## src/rtl/mem_rmw_ctrl.sv

```systemverilog
`default_nettype none
// ---------------------------------------------------------------------------
// mem_rmw_ctrl : load/store front end for a RAM without byte enables.
// Sub-word stores use read-modify-write; loads are sign/zero extended. Rev 1.0
// ---------------------------------------------------------------------------
module mem_rmw_ctrl #(
  parameter int unsigned DATA_W   = 32,
  parameter logic [31:0] MAP_ZERO = 32'h0,
  parameter logic [32:0] MAP_SIZE = 33'h10000,
  parameter int unsigned MEM_AW   = $clog2(MAP_SIZE / (DATA_W / 8))
) (
  input  logic              clk_i,
  input  logic              rstn_i,
  input  logic              req_valid_i,
  output logic              req_ready_o,
  input  logic              req_we_i,
  input  logic              req_sext_i,
  input  logic [1:0]        req_acc_i,
  input  logic [31:0]       req_addr_i,
  input  logic [DATA_W-1:0] req_wdata_i,
  output logic              rsp_valid_o,
  input  logic              rsp_ready_i,
  output logic [DATA_W-1:0] rsp_rdata_o,
  output logic [1:0]        rsp_err_o,
  output logic              mem_en_o,
  output logic              mem_we_o,
  output logic [MEM_AW-1:0] mem_addr_o,
  output logic [DATA_W-1:0] mem_wdata_o,
  input  logic [DATA_W-1:0] mem_rdata_i
);
  localparam int unsigned BPW   = DATA_W / 8;
  localparam int unsigned OFS_W = $clog2(BPW);

  localparam logic [2:0] S_RESET    = 3'd0;
  localparam logic [2:0] S_IDLE     = 3'd1;
  localparam logic [2:0] S_RD_WAIT  = 3'd2;
  localparam logic [2:0] S_RMW_WAIT = 3'd3;
  localparam logic [2:0] S_RESP     = 3'd4;

  logic [2:0]        state_q, state_d;
  logic              sext_q, sext_d;
  logic [1:0]        acc_q, acc_d;
  logic [OFS_W-1:0]  off_q, off_d;
  logic [MEM_AW-1:0] waddr_q, waddr_d;
  logic [DATA_W-1:0] wdata_q, wdata_d;
  logic [DATA_W-1:0] rdata_q, rdata_d;
  logic [1:0]        err_q, err_d;

  logic [31:0]       rel_addr;
  logic              misalign;
  logic              out_of_range;
  logic              full_w;
  logic [1:0]        chk_err;

  assign rel_addr     = req_addr_i - MAP_ZERO;
  assign out_of_range = (req_addr_i < MAP_ZERO) || ({1'b0, rel_addr} >= MAP_SIZE);
  assign full_w       = (4'd1 << req_acc_i) == 4'(BPW);

  always_comb begin
    case (req_acc_i)
      2'd0:    misalign = 1'b0;
      2'd1:    misalign = req_addr_i[0];
      2'd2:    misalign = |req_addr_i[1:0];
      default: misalign = |req_addr_i[2:0];
    endcase
  end

  always_comb begin
    if ((req_acc_i == 2'd3) && (DATA_W == 32)) chk_err = 2'd3;
    else if (misalign)                         chk_err = 2'd1;
    else if (out_of_range)                     chk_err = 2'd2;
    else                                       chk_err = 2'd0;
  end

  // Lane handling: shift the selected bytes to bit 0 (loads) or into place
  // (stores); pad is how many bits lie above the accessed lane.
  logic [7:0]          sel_bits;
  logic [7:0]          pad;
  logic [OFS_W+2:0]    bit_ofs;
  logic [DATA_W-1:0]   rd_shift, rd_left, rd_ext;
  logic [DATA_W-1:0]   lane_mask, wr_shift, rmw_word;

  assign sel_bits  = 8'd8 << acc_q;
  assign pad       = 8'(DATA_W) - sel_bits;
  assign bit_ofs   = {off_q, 3'b000};
  assign rd_shift  = mem_rdata_i >> bit_ofs;
  assign rd_left   = rd_shift << pad;
  assign rd_ext    = sext_q ? $unsigned($signed(rd_left) >>> pad) : (rd_left >> pad);
  assign lane_mask = ({DATA_W{1'b1}} >> pad) << bit_ofs;
  assign wr_shift  = wdata_q << bit_ofs;
  assign rmw_word  = (mem_rdata_i & ~lane_mask) | (wr_shift & lane_mask);

  always_comb begin
    state_d     = state_q;
    sext_d      = sext_q;
    acc_d       = acc_q;
    off_d       = off_q;
    waddr_d     = waddr_q;
    wdata_d     = wdata_q;
    rdata_d     = rdata_q;
    err_d       = err_q;
    mem_en_o    = 1'b0;
    mem_we_o    = 1'b0;
    mem_addr_o  = '0;
    mem_wdata_o = '0;
    case (state_q)
      S_RESET: state_d = S_IDLE;
      S_IDLE: begin
        if (req_valid_i) begin
          sext_d  = req_sext_i;
          acc_d   = req_acc_i;
          off_d   = rel_addr[OFS_W-1:0];
          waddr_d = rel_addr[OFS_W +: MEM_AW];
          wdata_d = req_wdata_i;
          rdata_d = '0;
          err_d   = chk_err;
          if (chk_err != 2'd0) begin
            state_d = S_RESP;
          end else begin
            mem_en_o   = 1'b1;
            mem_addr_o = rel_addr[OFS_W +: MEM_AW];
            if (req_we_i && full_w) begin
              mem_we_o    = 1'b1;
              mem_wdata_o = req_wdata_i;
              state_d     = S_RESP;
            end else if (req_we_i) begin
              state_d = S_RMW_WAIT;
            end else begin
              state_d = S_RD_WAIT;
            end
          end
        end
      end
      S_RD_WAIT: begin
        rdata_d = rd_ext;
        state_d = S_RESP;
      end
      S_RMW_WAIT: begin
        mem_en_o    = 1'b1;
        mem_we_o    = 1'b1;
        mem_addr_o  = waddr_q;
        mem_wdata_o = rmw_word;
        state_d     = S_RESP;
      end
      S_RESP: begin
        if (rsp_ready_i) state_d = S_IDLE;
      end
      default: state_d = S_IDLE;
    endcase
  end

  always_ff @(posedge clk_i or negedge rstn_i) begin
    if (!rstn_i) begin
      state_q <= S_RESET;
      sext_q  <= 1'b0;
      acc_q   <= 2'd0;
      off_q   <= '0;
      waddr_q <= '0;
      wdata_q <= '0;
      rdata_q <= '0;
      err_q   <= 2'd0;
    end else begin
      state_q <= state_d;
      sext_q  <= sext_d;
      acc_q   <= acc_d;
      off_q   <= off_d;
      waddr_q <= waddr_d;
      wdata_q <= wdata_d;
      rdata_q <= rdata_d;
      err_q   <= err_d;
    end
  end

  assign req_ready_o = (state_q == S_IDLE);
  assign rsp_valid_o = (state_q == S_RESP);
  assign rsp_rdata_o = rsp_valid_o ? rdata_q : '0;
  assign rsp_err_o   = rsp_valid_o ? err_q : 2'd0;

endmodule
`default_nettype wire
```

## config.mk

```make
export PLATFORM = sky130hd
export DESIGN_NAME = mem_rmw_ctrl
export DESIGN_NICKNAME = d
export VERILOG_FILES = /design/src/rtl/mem_rmw_ctrl.sv
export SDC_FILE = /design/constraint.sdc
export NUM_CORES = 1
export LEC_CHECK = 0
export CAP_MARGIN = 20
export CORE_MARGIN = 2
export CORE_UTILIZATION = 35
export CTS_CLUSTER_DIAMETER = 80
export DETAILED_ROUTE_END_ITERATION = 8
export PLACE_DENSITY_LB_ADDON = 0.25
export SETUP_SLACK_MARGIN = 0.05
export SLEW_MARGIN = 0
export SYNTH_ARGS = -nofsm -noshare
export SYNTH_HDL_FRONTEND = slang
export SYNTH_SLANG_ARGS = --single-unit
```

## constraint.sdc

```tcl
create_clock -name clk_i -period 2 [get_ports clk_i]
set_input_delay 0.4 -clock clk_i [delete_from_list [all_inputs] [get_ports clk_i]]
set_output_delay 0.4 -clock clk_i [all_outputs]
set_load 0.05 [all_outputs]
```

==> flow_summary.yaml, run 1 <==
die:
  die_area_um2: 18980
  initial_utilization: 0.3596
  die_width_um: 137.8
  ios: 188
  floorplan.die.height_um: 137.8
  row_count: 48
  core_region_area_um2: 17420
pwr:
  cellPowerDensity_nw_per_um2: 1282
  max-vdd-ir-drop_mv: 0.9272
  power.leakage_uw: 0.005438
min_path:
  worstHoldPathType: "in2async"
global_routing:
  grt_pass1_vias: 7329
  grt_antenna_before_repair: 0
  global_route.usage.total: 0.2910
  grt_remaining_overflow: 0
  grt_pass1_wl_mm: 41.69
  grt_max_degree: 89
worst_setup_path:
  crit_family: "buffers and inverters"
  rrSetupSlack_ps: -250
  timing.critical_path.cells: "buf_6, ha_4, buf_6, nor3_4, buf_6, mux2i_1, buf_4, o2bb2ai_4, buf_12"
  crit_path_start_kind: "register"
  worst_ep_required_time_ps: 1600
  slowest_cp_cell: "sky130_fd_sc_hd__dfrtp_1"
  critPathMaxStageDelay_ps: 410
  critical_path.endpoint_type: "output pin"
  cp_data_arrival_time_ps: 2210
  critical_path_buf_inv_count: 5
  most_common_cell_on_crit_path: "sky130_fd_sc_hd__buf_6"
  criticalPathCategory: "reg2out"
  critPathMaxFanout: 5
timing:
  fin_skew_ps: 10.46
  timing_worst_slew_pin_value_ps: 626.5
  final.setup.worst_slack_ps: -614.9
  report.final.setup_viol: 106
  final.min_clock_period_ps: 2615
  max-slew-margin-rel: 0.5824
  number_of_hold_slack_violations_in_the_final_timing_report: 0
  fin_setup_tns_ps: -31770
  grt_setup_unrepaired: "yes"
  fmax_ghz: 0.3824
  drv_slew: 0
  final_min_period_over_clock_period: 1.307
  finalHoldWorstSlack_ps: 84.46
route:
  final_antenna_net_count: 0
  routedWlPerCell_um: 22.09
  remaining_drcs: 0
  total_wire_length_after_detailed_routing_mm: 27.08
  first_pass_iters: 5
  drt-initial-drc-count: 469
  vias: 6893
  routed_via_density: 5.622
cells_and_area:
  nets: 1104
  area_growth_syn_to_layout_pct: 106.8
  fillerInstances: 1135
  final_core_density: 0.7435
  fin_area_um2: 12950
  insertedDiodeCount: 0
  drive_gt1_frac: 0.5824
placed_design:
  worst_setup_slack_post_dpl_ps: -687.1
  hpwlAfterDp_mm: 18.96
  postPlaceCellArea_um2: 11170
  place_congestion: 0.9219
  numPortBuffers: 187
synth:
  synth.ff_latch_count: 88
  postSynthAreaPerCell_um2: 9.664
  synth-main-ff-cell: "sky130_fd_sc_hd__dfrtp_1"
  synthTopCellsByArea: "sky130_fd_sc_hd__dfrtp_1, sky130_fd_sc_hd__mux2_2, sky130_fd_sc_hd__mux2i_1, sky130_fd_sc_hd__and2_1, sky130_fd_sc_hd__a21oi_1"
  synth.top_cell.area_share: 0.3516
  netlist_area_um2: 6262
  synthTopCellsByCount: "sky130_fd_sc_hd__dfrtp_1, sky130_fd_sc_hd__mux2i_1, sky130_fd_sc_hd__mux2_2"
  postSynth.asyncResetShare: 1.000
  postSynthCellCount: 648
  synth_seq_area_share: 0.3516
  synth_area_leader_cell: "sky130_fd_sc_hd__dfrtp_1"
  number_of_synthesized_flops_with_an_enable_pin: 0
  synthDistinctLibCells: 70
  post-synth-top-count-cell: "sky130_fd_sc_hd__dfrtp_1"
  synth-warning-count: 0
  synth.net_count: 756
clock_network:
  h-tree-depth: 3
  ctsLongestPathBuffers: 2
  cts.reportedPaths.clkPinSlew_ps: 70
  clock-root-buffer: "sky130_fd_sc_hd__clkbuf_16"
  numCtsBuffers: 9
  cts_tree: "done"
  clock_latency_ps: 350
  tritoncts_num_sinks: 88
status:
  run_status: "finished with violations"
  violations_in_the_final_reports: "setup timing"
flow_run:
  drv.max_cap_violation_count: 0
[path summary, 6_finish.rpt]
| kind | start | to | cells past startpoint |
|---|---|---|---|
| min in group clk_i | req_acc_i[0] | acc_q[0] | 4 |
| worst max-delay path | acc_q[0] | mem_wdata_o[7] | 9 |
| worst min register to register | rdata_q[15] | rdata_q[15] | 1 |
| worst min-delay path | rstn_i | state_q[0] | 2 |
| worst max register to register | acc_q[0] | rdata_q[25] | 10 |
| max in group asynchronous | rstn_i | wdata_q[3] | 2 |
[stage by stage]
step           instances  total power [uW]
3_3_place_gp        1167             11640
3_5_place_dp        1167             11850
5_1_grt             1226             17390
2_1_floorplan        648              8165
4_1_cts             1229             16030
6_report            1226             16600
[report_power, final]
part | internal, uW | switching, uW
Clock | 1130 | 716
Sequential | 2360 | 551
Combinational | 6010 | 5840
[placed cells by master, fill, tap and decap left out, drive strengths merged, types with 16 or more instances in the layout]
| cell | Yosys | layout |
|---|---|---|
| a21oi | 47 | 47 |
| and2 | 37 | 37 |
| buf | 35 | 303 |
| clkbuf | 22 | 16 |
| clkdlybuf4s50 | 0 | 80 |
| dfrtp | 88 | 88 |
| mux2 | 55 | 55 |
| mux2i | 60 | 60 |
| nand2 | 48 | 48 |
| nor2 | 31 | 31 |
| o21ai | 26 | 26 |
| o2bb2ai | 25 | 25 |
[flip-flops by register name, indices dropped and copies added (netlist names)]
| register | flops |
|---|---|
| waddr_q | 14 |
| sext_q | 1 |
| acc_q | 2 |
| rdata_q | 32 |
| wdata_q | 32 |
| state_q | 3 |
| off_q | 2 |
| err_q | 2 |
[repair_timing]
| item | 4_1_cts | 5_1_grt |
|---|---|---|
| pin swaps | 87 | 47 |
| hold buffers | 0 | 0 |
| resized for setup | 278 | 39 |
| buffers inserted | 42 | 11 |
| gates cloned | 8 | 3 |
| setup endpoints to repair | 110 | 150 |
[cells by family after synthesis]
group                    Yosys count  share of synthesized area
AND/OR/NAND/NOR                  165                     0.1385
XOR/XNOR                           3                   0.004197
multiplexers                     117                     0.2026
buffers and inverters             66                    0.04835
AO/OA/AOI/OAI                    205                     0.2468
flip-flops                        88                     0.3516
adder cells (fa/ha/maj)            4                   0.007992
[area by class of cell]
| cell class | count | area, um^2 | share of cell area |
|---|---|---|---|
| clock inverter | 3 | 65.06 | 0.005025 |
| tap | 225 | 281.5 | 0.02174 |
| sequential | 88 | 2206 | 0.1704 |
| multi-input combinational | 494 | 5270 | 0.4070 |
| clock buffer | 13 | 250.2 | 0.01933 |
| timing repair buffer | 394 | 4838 | 0.3737 |
| inverter | 9 | 37.54 | 0.002899 |
[routing by layer]
layer | GRT usage | vias up | share of wire
met2 | 0.5061 | 251 | 0.51
met1 | 0.3804 | 3444 | 0.43
met5 | 0 | - | 0
met3 | 0.03569 | 47 | 0.044
met4 | 0.08277 | 0 | 0.023
li1 | - | 3151 | -
Note: power is estimated with default switching activity, not from simulation.
==> run 2, diff against run 1 <==
--- a/config.mk
+++ b/config.mk
@@ -11,7 +11,7 @@
 export CTS_CLUSTER_DIAMETER = 80
 export DETAILED_ROUTE_END_ITERATION = 8
 export PLACE_DENSITY_LB_ADDON = 0.25
-export SETUP_SLACK_MARGIN = 0.05
+export SETUP_SLACK_MARGIN = 0.5
 export SLEW_MARGIN = 0
 export SYNTH_ARGS = -nofsm -noshare
 export SYNTH_HDL_FRONTEND = slang
==> run 2 against run 1 <==
  * Maximum frequency shrank 2.6%
  * Critical path type unchanged
  * Via count grew 5.9%
  * Largest cell class unchanged
  * Critical endpoint is now mem_wdata_o[28]
  * Sequential share of layout area shrank 1.3 points
  * The run still ends with setup timing left
==> flow_summary.yaml, run 2 (synthesis gave the netlist of run 1 again) <==
worst_setup_path:
  crit_path_start: "acc_q[1]"
  critPathMaxFanout: 4
  worst_ep_required_time_ps: 1600
  critical_path.endpoint_type: "output pin"
  reg2reg_from: "acc_q[1]"
  crit_path_start_kind: "register"
  criticalPathCategory: "reg2out"
  cp_data_arrival_time_ps: 2280
pwr:
  flop_pwr_share: 0.159
  cellPowerDensity_nw_per_um2: 1343
  pwr-share-comb: 0.749
  clock_power_share: 0.092
  switching_share: 0.4274
  max-vdd-ir-drop_mv: 0.7889
  power.leakage_uw: 0.005993
  internal_power_uw: 10820
  net-switching-power_uw: 8075
timing:
  max-slew-margin-rel: 0.5862
  final.min_clock_period_ps: 2684
  report.final.setup_viol: 150
  grt_setup_unrepaired: "yes"
  finalHoldWorstSlack_ps: 411.8
  drv_slew: 0
  number_of_hold_slack_violations_in_the_final_timing_report: 0
  fin_setup_tns_ps: -44000
  fin_skew_ps: 10.27
  final_min_period_over_clock_period: 1.342
  fmax_ghz: 0.3726
  final.setup.worst_slack_ps: -683.9
  timing_worst_slew_pin_value_ps: 620.7
global_routing:
  grt_max_degree: 38
  grt_pass1_vias: 7664
  grt_antenna_before_repair: 0
  global_route.usage.total: 0.3041
  grt_remaining_overflow: 0
  grt_pass1_wl_mm: 43.61
cells_and_area:
  commonest_cells_after_routing_fill_and_taps_aside: "sky130_fd_sc_hd__buf_4, sky130_fd_sc_hd__buf_12, sky130_fd_sc_hd__dfrtp_1"
  final_core_density: 0.8075
  insertedDiodeCount: 0
  final-seq-area_um2: 2207
  area_growth_syn_to_layout_pct: 124.6
  multiInputGateArea_um2: 5749
  drive_gt1_frac: 0.6486
  top_regs: "rdata_q x32, wdata_q x32, waddr_q x14"
  nets: 1153
  fin_area_um2: 14060
  fillerInstances: 992
  mostFrequentLayoutCell: "sky130_fd_sc_hd__buf_4"
placed_design:
  numPortBuffers: 187
  postPlaceCellArea_um2: 11230
  hpwlAfterDp_mm: 19.35
  place_congestion: 0.8795
clock_network:
  h-tree-depth: 3
  numCtsBuffers: 9
  ctsLongestPathBuffers: 2
  clock_latency_ps: 350
  clock-root-buffer: "sky130_fd_sc_hd__clkbuf_16"
  tritoncts_num_sinks: 88
  cts_tree: "done"
  cts.reportedPaths.clkPinSlew_ps: 70
die:
  core_region_area_um2: 17420
  die_area_um2: 18980
  row_count: 48
  ios: 188
  die_width_um: 137.8
  floorplan.die.height_um: 137.8
  initial_utilization: 0.3596
route:
  routedWlPerCell_um: 24.08
  wl_met3_mm: 1.618
  routed_via_density: 5.728
  total_wire_length_after_detailed_routing_mm: 30.70
  remaining_drcs: 0
  final_antenna_net_count: 0
  first_pass_iters: 5
  wl_met1_mm: 12.09
  route.met2.wl_mm: 15.73
  route.top_layer_used: "met4"
  drt-initial-drc-count: 384
  vias: 7303
min_path:
  hold_path.startpoint: "req_acc_i[0]"
  worstHoldPathType: "in2reg"
flow_run:
  drv.max_cap_violation_count: 0
status:
  violations_in_the_final_reports: "setup timing"
  run_status: "finished with violations"
-- run 2: changes by cell type in the layout (fill, tap and decap cells not counted), moves of 5 or more --
cell                      delta
sky130_fd_sc_hd__nor2_4      +5
sky130_fd_sc_hd__o21ai_2    +10
sky130_fd_sc_hd__nand2_2     +6
sky130_fd_sc_hd__o21ai_0     -5
sky130_fd_sc_hd__buf_6      +37
sky130_fd_sc_hd__mux2i_1     -7
sky130_fd_sc_hd__nand2_1    -10
sky130_fd_sc_hd__o21ai_1     -5
sky130_fd_sc_hd__nor2_2      -6
sky130_fd_sc_hd__mux2_4     +45
sky130_fd_sc_hd__mux2_2     -45
-- run 2: area by class of cell --
cell class / count / share of cell area
Clock inverter: 5 / 0.004004
Clock buffer: 11 / 0.01726
Sequential cell: 88 / 0.1569
Inverter: 9 / 0.003381
Multi-Input combinational cell: 494 / 0.4088
Tap cell: 225 / 0.02002
Timing Repair Buffer: 443 / 0.3896
-- run 2: per-stage QoR --
stage               total power, uW  worst slack (ps)  cells
floorplan                      8598            -150.9    648
global placement              11950            -635.6   1158
detailed placement            12100            -664.9   1158
CTS                           17120            -646.5   1242
global route                  19640            -734.6   1275
finish                        18890            -683.9   1275
-- run 2: worst paths after layout --
kind,endpoint,slack [ps],depth (start not counted)
min,err_q[1],410,3
min in group asynchronous,state_q[2],520,2
min reg2reg,rdata_q[15],480,1
max reg2reg,rdata_q[16],-430,13
max,mem_wdata_o[28],-680,9
max in group asynchronous,rdata_q[16],800,3
-- run 2: power groups by stage --
stage / sequential, uW / clock [uW] / combinational (uW)
after global placement: 2850 / 0 / 9110
after CTS: 2920 / 1740 / 12500
after detailed placement: 2880 / 0 / 9220
after global routing: 3050 / 1810 / 14800
final: 3010 / 1740 / 14200
after floorplan: 2670 / 0 / 5930
-- run 2: timing repair --
| action | CTS | global route |
|---|---|---|
| setup buffers | 58 | 26 |
| cloned | 9 | 7 |
| endpoints found under the hold margin | 26 | 0 |
| hold buffers | 1 | 0 |
| pin swaps | 54 | 84 |
| endpoints found under the setup margin | 172 | 172 |
| gates resized for setup | 284 | 150 |
-- run 2: critical path, stage by stage, from the launching register on --
cell and delay, ps:
sky130_fd_sc_hd__dfrtp_2 440, sky130_fd_sc_hd__inv_2 100, sky130_fd_sc_hd__ha_4 220, sky130_fd_sc_hd__nor2_4 120, sky130_fd_sc_hd__a21oi_2 50, sky130_fd_sc_hd__a21boi_2 250, sky130_fd_sc_hd__buf_6 210, sky130_fd_sc_hd__mux2i_4 300
sky130_fd_sc_hd__o2bb2ai_4 90, sky130_fd_sc_hd__buf_12 150
-- run 2: metal layers --
metal  global-route usage  up-vias
met1               0.3724     3679
li1                     -     3256
met4               0.1151        0
met2               0.5301      287
met5                    0        -
met3              0.05740       81
